## config.mk

```make
export PLATFORM = sky130hd
export DESIGN_NAME = softex_tcdm_lane_splitter
export DESIGN_NICKNAME = d
export VERILOG_FILES = /design/src/rtl/softex_pkg.sv /design/src/rtl/softex_lane_fifo.sv /design/src/rtl/softex_tcdm_lane_splitter.sv
export SDC_FILE = /design/constraint.sdc
export NUM_CORES = 1
export LEC_CHECK = 0
export BUFFER_PORTS_ARGS = -buffer_cell sky130_fd_sc_hd__buf_2
export CORE_AREA = 2 2 522 524
export CTS_CLUSTER_DIAMETER = 80
export CTS_CLUSTER_SIZE = 20
export DETAILED_ROUTE_END_ITERATION = 10
export DIE_AREA = 0 0 524 526
export PLACE_DENSITY_LB_ADDON = 0.3
export SYNTH_ARGS = -nofsm -noshare
export SYNTH_HDL_FRONTEND = slang
export SYNTH_SLANG_ARGS = --single-unit
```

## constraint.sdc

```tcl
create_clock -name clk_i -period 4.19 [get_ports clk_i]
set_input_delay 0.838 -clock clk_i [delete_from_list [all_inputs] [get_ports clk_i]]
set_output_delay 0.838 -clock clk_i [all_outputs]
set_load 0.1 [all_outputs]
```

## src/rtl/softex_pkg.sv

```systemverilog
// Shared constants and types for the SoftEx TCDM lane splitter.
package softex_pkg;

  localparam int unsigned LANE_W             = 64;
  localparam int unsigned ROW_STRIDE_DEFAULT = 32;

  typedef enum logic {
    SPLIT_IDLE,
    SPLIT_PARTIAL
  } split_state_e;

endpackage

```

## src/rtl/softex_lane_fifo.sv

```systemverilog
// Small synchronous FIFO; a push into a full FIFO is accepted when a pop happens in the same cycle.
module softex_lane_fifo #(
  parameter int unsigned WIDTH = 64,
  parameter int unsigned DEPTH = 2
) (
  input  logic             clk_i,
  input  logic             rst_ni,
  input  logic             push_i,
  input  logic [WIDTH-1:0] data_i,
  input  logic             pop_i,
  output logic [WIDTH-1:0] data_o,
  output logic             full_o,
  output logic             empty_o
);
  localparam int unsigned PW = (DEPTH > 1) ? $clog2(DEPTH) : 1;
  localparam int unsigned CW = $clog2(DEPTH + 1);

  logic [WIDTH-1:0] mem_q [DEPTH];
  logic [PW-1:0]    wr_ptr_q, rd_ptr_q;
  logic [CW-1:0]    cnt_q;
  logic             do_push, do_pop;

  function automatic logic [PW-1:0] next_ptr(input logic [PW-1:0] p);
    return (p == PW'(DEPTH - 1)) ? '0 : p + 1'b1;
  endfunction

  assign full_o  = (cnt_q == CW'(DEPTH));
  assign empty_o = (cnt_q == '0);
  assign do_pop  = pop_i & ~empty_o;
  assign do_push = push_i & (~full_o | do_pop);
  assign data_o  = mem_q[rd_ptr_q];

  always_ff @(posedge clk_i or negedge rst_ni) begin
    if (!rst_ni) begin
      wr_ptr_q <= '0;
      rd_ptr_q <= '0;
      cnt_q    <= '0;
    end else begin
      if (do_push) wr_ptr_q <= next_ptr(wr_ptr_q);
      if (do_pop)  rd_ptr_q <= next_ptr(rd_ptr_q);
      case ({do_push, do_pop})
        2'b10:   cnt_q <= cnt_q + 1'b1;
        2'b01:   cnt_q <= cnt_q - 1'b1;
        default: cnt_q <= cnt_q;
      endcase
    end
  end

  // Storage needs no reset: occupancy alone decides what is visible.
  always_ff @(posedge clk_i) begin
    if (do_push) mem_q[wr_ptr_q] <= data_i;
  end

endmodule

```

## src/rtl/softex_tcdm_lane_splitter.sv

```systemverilog
// Splits one wide HCI request into MP 64-bit TCDM lane requests and re-merges
// the per-lane responses, buffering lanes that answer out of step.
module softex_tcdm_lane_splitter
  import softex_pkg::*;
#(
  parameter int unsigned MP         = 4,
  parameter int unsigned ROW_STRIDE = ROW_STRIDE_DEFAULT,
  parameter int unsigned DEPTH      = 2,
  parameter int unsigned IW         = 8
) (
  input  logic                         clk_i,
  input  logic                         rst_ni,
  input  logic                         req_i,
  output logic                         gnt_o,
  input  logic [31:0]                  add_i,
  input  logic                         wen_i,
  input  logic [MP*8-1:0]              be_i,
  input  logic [MP*LANE_W-1:0]         data_i,
  input  logic [IW-1:0]                id_i,
  output logic                         r_valid_o,
  input  logic                         r_ready_i,
  output logic [MP*LANE_W-1:0]         r_data_o,
  output logic [IW-1:0]                r_id_o,
  output logic [MP-1:0]                lane_req_o,
  input  logic [MP-1:0]                lane_gnt_i,
  output logic [MP-1:0][31:0]          lane_add_o,
  output logic [MP-1:0]                lane_wen_o,
  output logic [MP-1:0][7:0]           lane_be_o,
  output logic [MP-1:0][LANE_W-1:0]    lane_data_o,
  output logic [MP-1:0][IW-1:0]        lane_id_o,
  input  logic [MP-1:0]                lane_r_valid_i,
  output logic [MP-1:0]                lane_r_ready_o,
  input  logic [MP-1:0][LANE_W-1:0]    lane_r_data_i
);
  localparam int unsigned CW = $clog2(DEPTH + 1);

  split_state_e              state_q, state_d;
  logic [MP-1:0]             granted_q, granted_d;
  logic [CW-1:0]             outstanding_q;
  logic                      credit_ok, pop;
  logic [MP-1:0]             lane_push, lane_full, lane_empty;
  logic [MP-1:0][LANE_W-1:0] lane_head;
  logic                      id_full, id_empty;

  // Gating with rst_ni keeps the handshakes quiet while reset is held.
  assign credit_ok  = rst_ni & (outstanding_q < CW'(DEPTH));
  assign lane_req_o = {MP{req_i & credit_ok}} & ~granted_q;
  assign gnt_o      = req_i & credit_ok & (&(granted_q | lane_gnt_i));

  always_comb begin
    granted_d = gnt_o ? '0 : (granted_q | (lane_req_o & lane_gnt_i));
    state_d   = (granted_d == '0) ? SPLIT_IDLE : SPLIT_PARTIAL;
  end

  always_ff @(posedge clk_i or negedge rst_ni) begin
    if (!rst_ni) begin
      state_q       <= SPLIT_IDLE;
      granted_q     <= '0;
      outstanding_q <= '0;
    end else begin
      state_q   <= state_d;
      granted_q <= granted_d;
      if (gnt_o && !pop)      outstanding_q <= outstanding_q + 1'b1;
      else if (!gnt_o && pop) outstanding_q <= outstanding_q - 1'b1;
    end
  end

  assign r_valid_o      = &(~lane_empty);
  assign pop            = r_valid_o & r_ready_i;
  assign r_data_o       = lane_head;
  assign lane_r_ready_o = ~lane_full;
  // Orphan responses (nothing outstanding) are dropped rather than buffered.
  assign lane_push      = lane_r_valid_i & lane_r_ready_o & {MP{outstanding_q != '0}};
  assign lane_wen_o     = {MP{wen_i}};

  for (genvar ii = 0; ii < MP; ii++) begin : g_lane
    assign lane_add_o[ii]  = add_i + 32'(ii * ROW_STRIDE);
    assign lane_be_o[ii]   = be_i[ii*8 +: 8];
    assign lane_data_o[ii] = data_i[ii*LANE_W +: LANE_W];
    assign lane_id_o[ii]   = id_i;

    softex_lane_fifo #(.WIDTH(LANE_W), .DEPTH(DEPTH)) i_lane_fifo (
      .clk_i   (clk_i),
      .rst_ni  (rst_ni),
      .push_i  (lane_push[ii]),
      .data_i  (lane_r_data_i[ii]),
      .pop_i   (pop),
      .data_o  (lane_head[ii]),
      .full_o  (lane_full[ii]),
      .empty_o (lane_empty[ii])
    );
  end

  softex_lane_fifo #(.WIDTH(IW), .DEPTH(DEPTH)) i_id_fifo (
    .clk_i   (clk_i),
    .rst_ni  (rst_ni),
    .push_i  (gnt_o),
    .data_i  (id_i),
    .pop_i   (pop),
    .data_o  (r_id_o),
    .full_o  (id_full),
    .empty_o (id_empty)
  );

  a_req_held: assert property (@(posedge clk_i) disable iff (!rst_ni)
    (state_q == SPLIT_PARTIAL) |-> req_i)
    else $error("request dropped while lanes partially granted");

  a_no_orphan: assert property (@(posedge clk_i) disable iff (!rst_ni)
    (|lane_r_valid_i) |-> (outstanding_q != '0))
    else $error("lane response with no outstanding transaction");

  a_id_room: assert property (@(posedge clk_i) disable iff (!rst_ni)
    gnt_o |-> (!id_full || pop))
    else $error("id fifo overflow");

  a_id_avail: assert property (@(posedge clk_i) disable iff (!rst_ni)
    r_valid_o |-> !id_empty)
    else $error("merged response without id");

endmodule

```

Yosys cells after proc, flatten, opt, wreduce, memory -nomap -nowiden
Memories as Yosys holds them, arrays and structs flattened.
Index checks and enable logic that the tools add are counted.
{"block": "word_totals", "ff_bits": 26, "ramBits": 528, "input_bits": 597, "mem_count": 5, "output_inout_bits": 726}
{"memory": "g_lane[0].i_lane_fifo.mem_q", "words": 2, "width": 64, "rd": 1, "rd_clocked_by_memory_dff": 0, "wr": 1, "line_no": "softex_lane_fifo.sv:18", "rtl": "logic [WIDTH-1:0] mem_q [DEPTH];"}
{"memory": "g_lane[1].i_lane_fifo.mem_q", "words": 2, "width": 64, "rd": 1, "rd_clocked_by_memory_dff": 0, "wr": 1, "line_no": "softex_lane_fifo.sv:18"}
{"memory": "g_lane[2].i_lane_fifo.mem_q", "words": 2, "width": 64, "rd": 1, "rd_clocked_by_memory_dff": 0, "wr": 1, "line_no": "softex_lane_fifo.sv:18"}
{"memory": "g_lane[3].i_lane_fifo.mem_q", "words": 2, "width": 64, "rd": 1, "rd_clocked_by_memory_dff": 0, "wr": 1, "line_no": "softex_lane_fifo.sv:18"}
{"memory": "i_id_fifo.mem_q", "words": 2, "width": 8, "rd": 1, "rd_clocked_by_memory_dff": 0, "wr": 1, "line_no": "softex_lane_fifo.sv:18"}
{"block": "op_classes", "bitwise": 38, "n_eq_ne": 15, "n_mux": 28, "n_lt_le_gt_ge": 1, "n_reduce_logical": 18, "addsub": 25}
{"cell": "32-bit by 7-bit adder with 32-bit output, second input constant", "count": 2}
{"cell": "32-bit by 6-bit adder with 32-bit output, second input constant", "count": 1}
{"cell": "2-bit equality test, second input constant", "count": 10}
{"cell": "1-bit two-way mux", "count": 20}
{"cell": "2-bit case mux with 2 select lines", "count": 5}
{"cell": "4-bit bitwise AND", "count": 4}
{"cell": "1-bit bitwise AND", "count": 14}
{"cell": "2-bit nonzero test", "count": 7}
{"cell": "2-bit by 1-bit adder with 2-bit output, second input constant", "count": 6}
{"cell": "4-bit inverter", "count": 3}
{"cell": "2-bit by 1-bit subtractor with 2-bit output, second input constant", "count": 6}
{"cell": "1-bit adder, second input constant", "count": 10}
{"cell": "2-bit by 1-bit equality test with 1-bit output, second input constant", "count": 5}
{"cell": "2-bit logical NOT", "count": 5}
{"cell": "1-bit inverter", "count": 10}
{"cell": "4-bit bitwise OR", "count": 2}
{"cell": "4-bit AND reduction", "count": 2}
{"cell": "1-bit bitwise OR", "count": 5}
{"cell": "2-bit two-way mux", "count": 2}
{"cell": "4-bit two-way mux", "count": 1}
{"cell": "1-bit logical AND", "count": 2}
{"cell": "1-bit logical NOT", "count": 2}
{"cell": "2-bit < comparator, second input constant", "count": 1}

Logic depth before layout (Yosys ltp)
Gate-level depths: netlist (run 1).
{"block": "logic_depth", "word_depth": 9, "ltp_mapped": 8}

Modules after synthesis
From an unflattened synthesis (run 1), not the netlist that was laid out.
{"block": "unflattened", "hier_cells": 1563, "hier_area_um2": 25216.7}
{"module": "softex_lane_fifo at g_lane[1].i_lane_fifo ...", "seq_area_each_um2": 3943.8, "instances": 2, "cells_per_inst": 218, "area_per_inst_um2": 5042.3}
{"module": "softex_lane_fifo at g_lane[0].i_lane_fifo ...", "seq_area_each_um2": 3943.8, "instances": 2, "cells_per_inst": 223, "area_per_inst_um2": 4834.6}
{"module": "softex_tcdm_lane_splitter", "seq_area_each_um2": 150.1, "instances": 1, "cells_per_inst": 632, "area_per_inst_um2": 4664.5}
{"module": "softex_lane_fifo at i_id_fifo", "seq_area_each_um2": 580.6, "instances": 1, "cells_per_inst": 49, "area_per_inst_um2": 798.3}

Worst setup path before layout (run 1)
OpenSTA, ideal clock, no wires.
{"block": "synth_path", "path_kind": "input to output", "start": "input add_i[6]", "end": "output lane_add_o[122] (netlist bit)", "cell_stages": 7, "arrival_ns": 3.982, "path_slack_ns": -0.630, "cell_sequence": "inv_1 -> ha_1 -> a21oi_1 -> or2_1 -> clkbuf_1 -> nand3b_1 -> xnor2_1"}
{"element": "start, declared", "line_no": "softex_tcdm_lane_splitter.sv:15", "rtl": "input logic [31:0] add_i,"}
{"element": "end, declared", "line_no": "softex_tcdm_lane_splitter.sv:26", "rtl": "output logic [MP-1:0][31:0] lane_add_o,"}

==> results of run 1 <==
[area by class of cell]
type	instances	area share, %
multi-input combinational	544	16.03
clock inverter	19	0.7710
clock buffer	55	3.447
tap	3570	13.63
sequential	554	50.38
timing repair buffer	789	15.56
antenna	5	0.03817
inverter	13	0.1489
[through the flow]
| step | power, mW | hold WS (ps) | worst slack, ps | TNS, ps | utilization, % |
|---|---|---|---|---|---|
| 2_1_floorplan | 21.44 | 460.4 | -564.3 | -279740 | - |
| 3_3_place_gp | 23.04 | 481.1 | -85.05 | -85.05 | 11.63 |
| 3_5_place_dp | 23.07 | 487.6 | -62.99 | -62.99 | 11.63 |
| 4_1_cts | 27.47 | 291.6 | 87.42 | 0 | 12.15 |
| 5_1_grt | 27.95 | 316.6 | 40.52 | 0 | 12.15 |
| 6_report | 26.84 | 389.8 | 17.77 | 0 | 12.15 |
[power breakdown]
group | internal, mW | leakage (nW) | total, mW | switching [mW]
clock network | 2.02 | 0.666 | 4.23 | 2.21
registers | 7.52 | 5.15 | 8.10 | 0.577
logic | 2.66 | 5.46 | 14.5 | 11.8
[state kept, by name, summed over array words and instances (netlist names)]
register	count
g_lane.i_lane_fifo.cnt_q	8
g_lane.i_lane_fifo.mem_q	512
g_lane.i_lane_fifo.rd_ptr_q	4
g_lane.i_lane_fifo.wr_ptr_q	4
granted_q	4
i_id_fifo.cnt_q	2
i_id_fifo.mem_q	16
i_id_fifo.rd_ptr_q	1
i_id_fifo.wr_ptr_q	1
outstanding_q	2
[cells by family after synthesis]
kind of cell               synth area share (%)
muxes                                     12.12
adders and majority gates                0.4590
and+or+nand+nor                           3.366
DFF                                       67.28
buffers and inverters                     12.80
AOI/OAI and AO/OA                        0.4080
xor gates and xnor gates                  3.570
[cell usage after synthesis, drive strengths merged (3+ instances only)]
master,number,area [sq um]
xnor2,61,534.3
nand4,8,56.30
nor2,37,138.9
clkbuf,23,86.33
ha,9,112.6
nor3,19,105.1
or2,3,18.77
nand2,24,90.09
mux2,264,2973
and4,3,26.28
a21oi,7,35.03
dfrtp,26,650.6
or3,3,18.77
nand2b,4,25.02
nor4,8,77.57
and3,11,68.82
inv,13,48.79
xor2,39,341.6
nand3,30,160.2
buf,408,3005
edfxtp,528,15860
[timing repair]
action,CTS,global route
hold endpoints to repair,0,0
hold buffers,0,0
setup endpoints to repair,1,0
gates resized for setup,1,0
[path summary, 6_finish.rpt]
kind	from	end	cells after the start
setup reg to reg	outstanding_q[1]$_DFFE_PN0P_	g_lane[0].i_lane_fifo.mem_q[1][60]$_DFFE_PP_	4
hold reg to reg	g_lane[0].i_lane_fifo.cnt_q[1]$_DFFE_PN0P_	g_lane[0].i_lane_fifo.cnt_q[1]$_DFFE_PN0P_	1
hold / removal	lane_r_data_i[32]	g_lane[0].i_lane_fifo.mem_q[1][32]$_DFFE_PP_	1
setup / recovery	add_i[14]	lane_add_o[63]	8
max in group asynchronous	rst_ni	g_lane[1].i_lane_fifo.rd_ptr_q$_DFFE_PN0P_	2
min in group asynchronous	rst_ni	g_lane[2].i_lane_fifo.wr_ptr_q$_DFFE_PN0P_	2
[per-layer routing]
layer / vias up / global-route usage (%) / routed length, um
met5: - / 0.1580 / 282
met4: 42 / 3.807 / 6044
met3: 180 / 7.864 / 25720
met2: 1048 / 19.52 / 79100
met1: 6711 / 4.782 / 25100
li1: 6004 / - / -
[worst max-delay path, stage by stage]
cell,delay [ps]
buf_2,220
and4_1,440
nand3_1,120
buf_4,210
nor4_1,790
buf_4,230
xor2_1,260
buf_12,220
==> run_results.csv, run 1 <==
group,metric,value,unit
synthesis,synth_area,24530,sq um
timing,post-route-period-util,99.58,%
clocking,cts_root_buf,"clkbuf_16",
grt,grt_pass1_wl,166.2,mm
clocking,numCtsBuffers,42,
timing,period_needed,4172,ps
placement,port-buffer-count,716,
synthesis,ys_types,39,
critical_path,cp-end-kind,"primary output",
detailed_routing,drc,0,
placement,dpl.hpwl,115.8,mm
critical_path,crit_required,3350,ps
clocking,clock_sinks,554,
detailed_routing,drt_iter0_drc,513,
critical_path,critical_path.max_fanout,12,
finish,seq_area,16520,sq um
clocking,clockBufferDepth,3,
synthesis,synth_ff_type,"edfxtp_1",
finish,n_fill_cell,30460,
finish,multi_input_area,5255,sq um
placement,place.gp.congestion,0.9801,
finish,fin_nets,2550,
synthesis,netlist_instances,1542,
finish,final_common_cell,"buf_2",
grt,grt_max_degree,65,
die,rows,191,
grt,grt_pass1_vias,14700,
flow_run,drv_cap,0,
outcome,status,"finished clean",
timing,skew,35.06,ps
pwr,peakVddDrop,0.4978,mV
clocking,worstSkewPairLatency,630,ps
grt,grt_overflow,0,
clocking,htreeDepth,2,
clocking,post_cts_buffers,0,
detailed_routing,vias,13990,
timing,relSlewSlack,38.95,%
grt,globalRouteTotalUtil,9.360,%
synthesis,synth_edf_count,528,
hold_path,hp-class,"input port to flip-flop",
synthesis,ys_seq_area_share,67.28,%
timing,setup_viol,0,
timing,tightestPinTransition,912.6,ps
finish,finalNonFillerCells,5549,
finish,design_area,32780,sq um
timing,final_hold_viol_count,0,
detailed_routing,viasPerCell,2.520,
detailed_routing,final_antenna_net_count,0,
die,core-area,269800,sq um
finish,layout_common_cells,"buf_2 (659), edfxtp_1 (528), mux2_2 (264)",
grt,antenna_found_initial,33,
timing,rsz0062_at_grt,"false",
synthesis,synth_fp_nets,2148,
critical_path,crit_arrival,3330,ps
detailed_routing,wire_per_inst,24.55,um
placement,dpl.cell_count,5470,
clocking,cts.reportedPaths.clkPinSlew,90,ps
critical_path,critPathKind,"input port to primary output",
clocking,cts_tree,"done",
die,dieArea,275600,sq um
critical_path,rrSetupSlack,1770,ps
pwr,powerDensity,818.7,nW/um^2
timing,maxSlewViolCount,0,
synthesis,postSynthAreaPerCell,15.91,sq um
critical_path,critPathLaunchType,"input port",
placement,placed_area,31380,sq um
die,boundaryPins,1323,
die,start_util,9.093,%
pwr,leakagePower,11.28,nW
finish,syn2layout_area_growth,33.62,%
detailed_routing,drtPass1Iterations,4,
finish,drive_gt1_share,59.37,%
synthesis,ys_ff_latch,554,
synthesis,ys_warn_count,0,
detailed_routing,drt-total-wl,136.3,mm
die,fp.dieW,524,um
timing,fmaxAchievable,239.7,MHz
synthesis,synth-async-reset-ratio,4.693,%
die,die_h,526,um
No activity file was read; power rests on OpenSTA's default activity.
==> inputs of run 2 (changes only) <==
==> constraint.sdc (replaced) <==
create_clock -name clk_i -period 4.19 [get_ports clk_i]
set_input_delay 0.2095 -clock clk_i [delete_from_list [all_inputs] [get_ports clk_i]]
set_output_delay 0.2095 -clock clk_i [all_outputs]
set_load 0.1 [all_outputs]
==> run_results.csv, run 2 (synthesized netlist as in run 1, its figures left out) <==
group,metric,value,unit
outcome,status,"finished clean",
finish,largest-register,"g_lane.i_lane_fifo.mem_q",
finish,final_common_cell,"buf_2",
placement,dpl.cell_count,5430,
detailed_routing,drtPass1Iterations,5,
grt,globalRouteTotalUtil,9.849,%
timing,final_hold_viol_count,0,
critical_path,max_stage_delay,740,ps
detailed_routing,drt-total-wl,142.8,mm
clocking,htreeDepth,2,
finish,n_fill_cell,30460,
grt,use_met1,4.917,%
detailed_routing,viasPerCell,2.591,
grt,grt_max_degree,66,
grt,use_met2,20.19,%
grt,use_met3,7.974,%
die,boundaryPins,1323,
die,fp.dieW,524,um
critical_path,cp-startpoint,"add_i[10]",
critical_path,worstPathCellList,"buf_2 > nand3_2 > or3_1 > nor3_1 > xor2_1 > buf_2",
critical_path,critical_path.max_fanout,11,
timing,setup_viol,0,
finish,drive_gt1_share,49.82,%
placement,place.gp.congestion,0.9632,
pwr,peakVddDrop,0.4382,mV
clocking,clockBufferDepth,3,
critical_path,critPathTopFamily,"simple AND/OR/NAND/NOR gates",
critical_path,r2r_start,"outstanding_q[1]$_DFFE_PN0P_",
die,dieArea,275600,sq um
finish,top_regs,"g_lane.i_lane_fifo.mem_q (512), i_id_fifo.mem_q (16), g_lane.i_lane_fifo.cnt_q (8)",
hold_path,hp-class,"input port to flip-flop",
timing,setup_total_negative_slack,0,ps
clocking,clock_sinks,554,
placement,placed_area,29960,sq um
pwr,powerDensity,784.5,nW/um^2
detailed_routing,drc,0,
timing,post-route-period-util,77.46,%
placement,dpl.hpwl,120.9,mm
timing,finalWorstSetupSlack,944.4,ps
clocking,cts_tree,"done",
critical_path,cp_common_cell,"buf_2",
timing,skew,42.65,ps
finish,fin_nets,2777,
grt,grt_overflow,0,
critical_path,cpMaxStageDelayCell,"xor2_1",
timing,hold-worst-slack,73.33,ps
flow_run,drv_cap,0,
die,rows,191,
placement,port-buffer-count,716,
placement,dp_slack,900.6,ps
finish,syn2layout_area_growth,38.04,%
finish,seq_area,16520,sq um
pwr,leakagePower,11.69,nW
clocking,cts_root_buf,"clkbuf_16",
hold_path,worstHoldStart,"lane_r_valid_i[1]",
timing,maxSlewViolCount,0,
clocking,post_cts_buffers,0,
detailed_routing,wire_per_inst,24.78,um
timing,relSlewSlack,36.20,%
clocking,numCtsBuffers,39,
clocking,hold_buffers,270,
detailed_routing,final_antenna_net_count,0,
critical_path,critPathKind,"input port to primary output",
critical_path,critPathLaunchType,"input port",
finish,largest_reg_flops,512,
finish,multi_input_area,4952,sq um
clocking,worstSkewPairLatency,640,ps
critical_path,crit_required,3980,ps
grt,grt_pass1_vias,15970,
grt,antenna_found_initial,8,
detailed_routing,drt_iter0_drc,653,
finish,finalNonFillerCells,5761,
die,start_util,9.093,%
critical_path,cp-end-kind,"primary output",
clocking,cts.reportedPaths.clkPinSlew,80,ps
timing,period_needed,3246,ps
finish,design_area,33870,sq um
finish,layout_common_cells,"buf_2 (713), edfxtp_1 (528), dlygate4sd3_1 (270)",
die,core-area,269800,sq um
clocking,cts.repair.resized,0,
timing,rsz0062_at_grt,"false",
detailed_routing,vias,14930,
critical_path,path_buf_inv,2,
grt,busiest_layer,"met2",
die,die_h,526,um
critical_path,crit_arrival,3040,ps
timing,tightestPinTransition,957.0,ps
grt,grt_pass1_wl,175.2,mm
timing,fmaxAchievable,308.1,MHz
run 2: changes by cell type in the layout (fill, tap and decap cells not counted), sizes merged:
cell	before	now
dlygate4sd3	0	270
diode	5	1
clkinvlp	1	0
clkbuf	55	45
bufinv	0	1
buf	789	749
clkinv	8	4
run 2: where the power goes:
part	leakage [nW]	switching, mW	internal (mW)	total [mW]
Combinational	5.95	11.9	2.67	14.6
Sequential	5.15	0.517	7.53	8.05
Clock	0.584	2.09	1.85	3.94
Total	11.7	14.5	12.0	26.6
run 2: area by class of cell:
class                      instances  share of cell area, %
tap                             3570                  13.19
timing repair buffer            1019                  19.72
inverter                          13                 0.1441
antenna                            1               0.007389
clock buffer                      45                  2.948
sequential                       554                  48.77
multi-input combinational        544                  14.62
clock inverter                    15                 0.5948
run 2: worst paths after layout:
path                                                                endpoint  slack [ps]  depth (start not counted)
min in group asynchronous         g_lane[3].i_lane_fifo.wr_ptr_q$_DFFE_PN0P_         410                          3
max in group asynchronous         g_lane[2].i_lane_fifo.rd_ptr_q$_DFFE_PN0P_        3390                          3
worst max-delay path                                         lane_add_o[117]         940                          6
worst max register to register  g_lane[3].i_lane_fifo.mem_q[1][54]$_DFFE_PP_        1700                          4
worst min-delay path              g_lane[1].i_lane_fifo.wr_ptr_q$_DFFE_PN0P_          70                          3
worst min register to register                  outstanding_q[1]$_DFFE_PN0P_         500                          1
run 2: layer usage:
| layer | vias to the layer above | wire length [um] | part of all wire, % |
|---|---|---|---|
| met2 | 1110 | 81370 | 57 |
| li1 | 6447 | - | - |
| met5 | - | 99 | 0.069 |
| met4 | 10 | 8889 | 6.2 |
| met3 | 175 | 26640 | 19 |
| met1 | 7184 | 25790 | 18 |
run 2: worst register-to-register path, delay by kind of cell, from the launching register on:
family	cells	cell delay [ps]
simple gates	3	1330
buf+inv	1	370
flops	1	390
run 2: through the flow:
stage	total power, mW	utilization [%]
floorplan	21.43	-
finish	26.57	12.55
global placement	22.82	11.10
CTS	27.15	12.55
global route	27.68	12.55
detailed placement	22.85	11.10
==> inputs of run 3 (changes only) <==
- clock period: 4.19 -> 3.2 ns (I/O delays scaled with it)
==> run_results.csv, run 3 (synthesized netlist as in run 1, its figures left out) <==
group,metric,value,unit
detailed_routing,drtPass1Iterations,4,
finish,largest-register,"g_lane.i_lane_fifo.mem_q",
clocking,cts_tree,"done",
grt,grt_pass1_wl,173.3,mm
timing,tightestPinTransition,785.7,ps
die,core-area,269800,sq um
timing,post-route-period-util,83.86,%
critical_path,cp-end-kind,"primary output",
timing,final_hold_viol_count,0,
clocking,cts_root_buf,"clkbuf_16",
clocking,clock_sinks,554,
hold_path,hp-class,"input port to flip-flop",
detailed_routing,drc,0,
timing,relSlewSlack,47.44,%
grt,grt_pass1_vias,15700,
pwr,seqPwrFrac,29.5,%
die,die_h,526,um
clocking,cts.reportedPaths.clkPinSlew,80,ps
timing,finalWorstSetupSlack,516.4,ps
pwr,leakagePower,12.12,nW
pwr,swShare,54.08,%
timing,period_needed,2684,ps
detailed_routing,final_antenna_net_count,0,
detailed_routing,vias,14730,
clocking,clockBufferDepth,3,
finish,drive_gt1_share,51.17,%
detailed_routing,drt_iter0_drc,579,
detailed_routing,wire_per_inst,24.35,um
timing,rsz0062_at_grt,"false",
pwr,p_clk_share,15.7,%
clocking,numCtsBuffers,41,
clocking,hold_buffers,274,
finish,final_common_cell,"buf_2",
clocking,post_cts_buffers,0,
outcome,status,"finished clean",
critical_path,path_buf_inv,3,
finish,top_regs,"g_lane.i_lane_fifo.mem_q (512), i_id_fifo.mem_q (16), g_lane.i_lane_fifo.cnt_q (8)",
die,rows,191,
timing,fmaxAchievable,372.6,MHz
critical_path,cpMaxStageDelayCell,"nor4_1",
critical_path,worstPathCellList,"buf_2 > and4_1 > nand3_1 > nor4_1 > xor2_1 > buf_4 > buf_12",
timing,setup_viol,0,
placement,place.gp.congestion,0.9589,
pwr,powerDensity,1018,nW/um^2
critical_path,critPathTopFamily,"simple AND/OR/NAND/NOR gates",
die,start_util,9.093,%
placement,dpl.cell_count,5454,
grt,globalRouteTotalUtil,9.742,%
timing,maxSlewViolCount,0,
flow_run,drv_cap,0,
critical_path,critPathKind,"input port to primary output",
die,dieArea,275600,sq um
placement,dp_slack,579.0,ps
timing,skew,19.80,ps
pwr,switchingPower,19.21,mW
finish,largest_reg_flops,512,
clocking,htreeDepth,2,
finish,syn2layout_area_growth,42.21,%
die,fp.dieW,524,um
clocking,cts.repair.resized,0,
critical_path,crit_required,3040,ps
critical_path,critPathLaunchType,"input port",
grt,antenna_found_initial,16,
grt,grt_max_degree,65,
critical_path,crit_arrival,2520,ps
critical_path,critical_path.max_fanout,12,
clocking,worstSkewPairLatency,620,ps
detailed_routing,viasPerCell,2.538,
detailed_routing,drt-total-wl,141.4,mm
finish,finalNonFillerCells,5805,
placement,dpl.hpwl,120.1,mm
placement,port-buffer-count,716,
pwr,p_comb_share,54.8,%
pwr,intPower,16.31,mW
grt,grt_overflow,0,
finish,fin_nets,2807,
die,boundaryPins,1323,
finish,layout_common_cells,"buf_2 (684), edfxtp_1 (528), dlygate4sd3_1 (274)",
pwr,peakVddDrop,0.6943,mV
critical_path,max_stage_delay,460,ps
==> run 3: worst paths after layout <==
kind,startpoint,end,slack [ps],cells past startpoint
max,add_i[14],lane_add_o[63],520,7
min,lane_r_valid_i[1],g_lane[1].i_lane_fifo.wr_ptr_q$_DFFE_PN0P_,110,3
max reg2reg,outstanding_q[1]$_DFFE_PN0P_,i_id_fifo.mem_q[1][4]$_DFFE_PP_,940,6
min reg2reg,outstanding_q[1]$_DFFE_PN0P_,outstanding_q[1]$_DFFE_PN0P_,490,1
max in group asynchronous,rst_ni,g_lane[3].i_lane_fifo.rd_ptr_q$_DFFE_PN0P_,2500,3
min in group asynchronous,rst_ni,g_lane[1].i_lane_fifo.wr_ptr_q$_DFFE_PN0P_,330,3
==> run 3: power groups by stage <==
stage	Sequential (mW)	Clock (mW)	Combinational [mW]
final	10.5	5.57	19.5
after global routing	10.7	6.10	20.2
after CTS	10.5	5.90	19.9
after detailed placement	10.7	0	19.5
after global placement	10.6	0	19.6
after floorplan	10.4	0	17.6
==> run 3: cell type report <==
type	count	area (sq um)
clock buffer	50	1070
sequential	554	16520
antenna	11	27.53
inverter	13	48.80
multi-input combinational	544	5080
timing repair buffer	1047	7397
fill	30410	234900
clock inverter	16	282.8
tap	3570	4467
==> run 3: stage by stage <==
| step | cell area, sq um | util, % | setup TNS (ps) | power [mW] | hold WS (ps) |
|---|---|---|---|---|---|
| 6_report | 34890 | 12.93 | 0 | 35.52 | 105.8 |
| 2_1_floorplan | 24680 | - | -255310 | 28.01 | -135.6 |
| 5_1_grt | 34880 | 12.93 | 0 | 36.99 | 130.3 |
| 3_5_place_dp | 30770 | 11.40 | 0 | 30.23 | 320.7 |
| 4_1_cts | 34860 | 12.92 | 0 | 36.31 | 55.94 |
| 3_3_place_gp | 30770 | 11.40 | 0 | 30.20 | 320.7 |
==> run 3: tightest hold or removal path, stage by stage <==
cell and delay [ps]:
buf_2 100, nand3_1 320, xnor2_1 100
==> run 3: layer usage <==
layer / GRT usage (%) / vias up / part of all wire, % / routed length (um)
met5: 0.08775 / - / 0.025 / 36
met4: 3.954 / 6 / 4.2 / 5953
met3: 8.113 / 143 / 19 / 26700
met2: 20.52 / 1025 / 59 / 83020
met1: 4.869 / 7054 / 18 / 25660
li1: - / 6505 / - / -
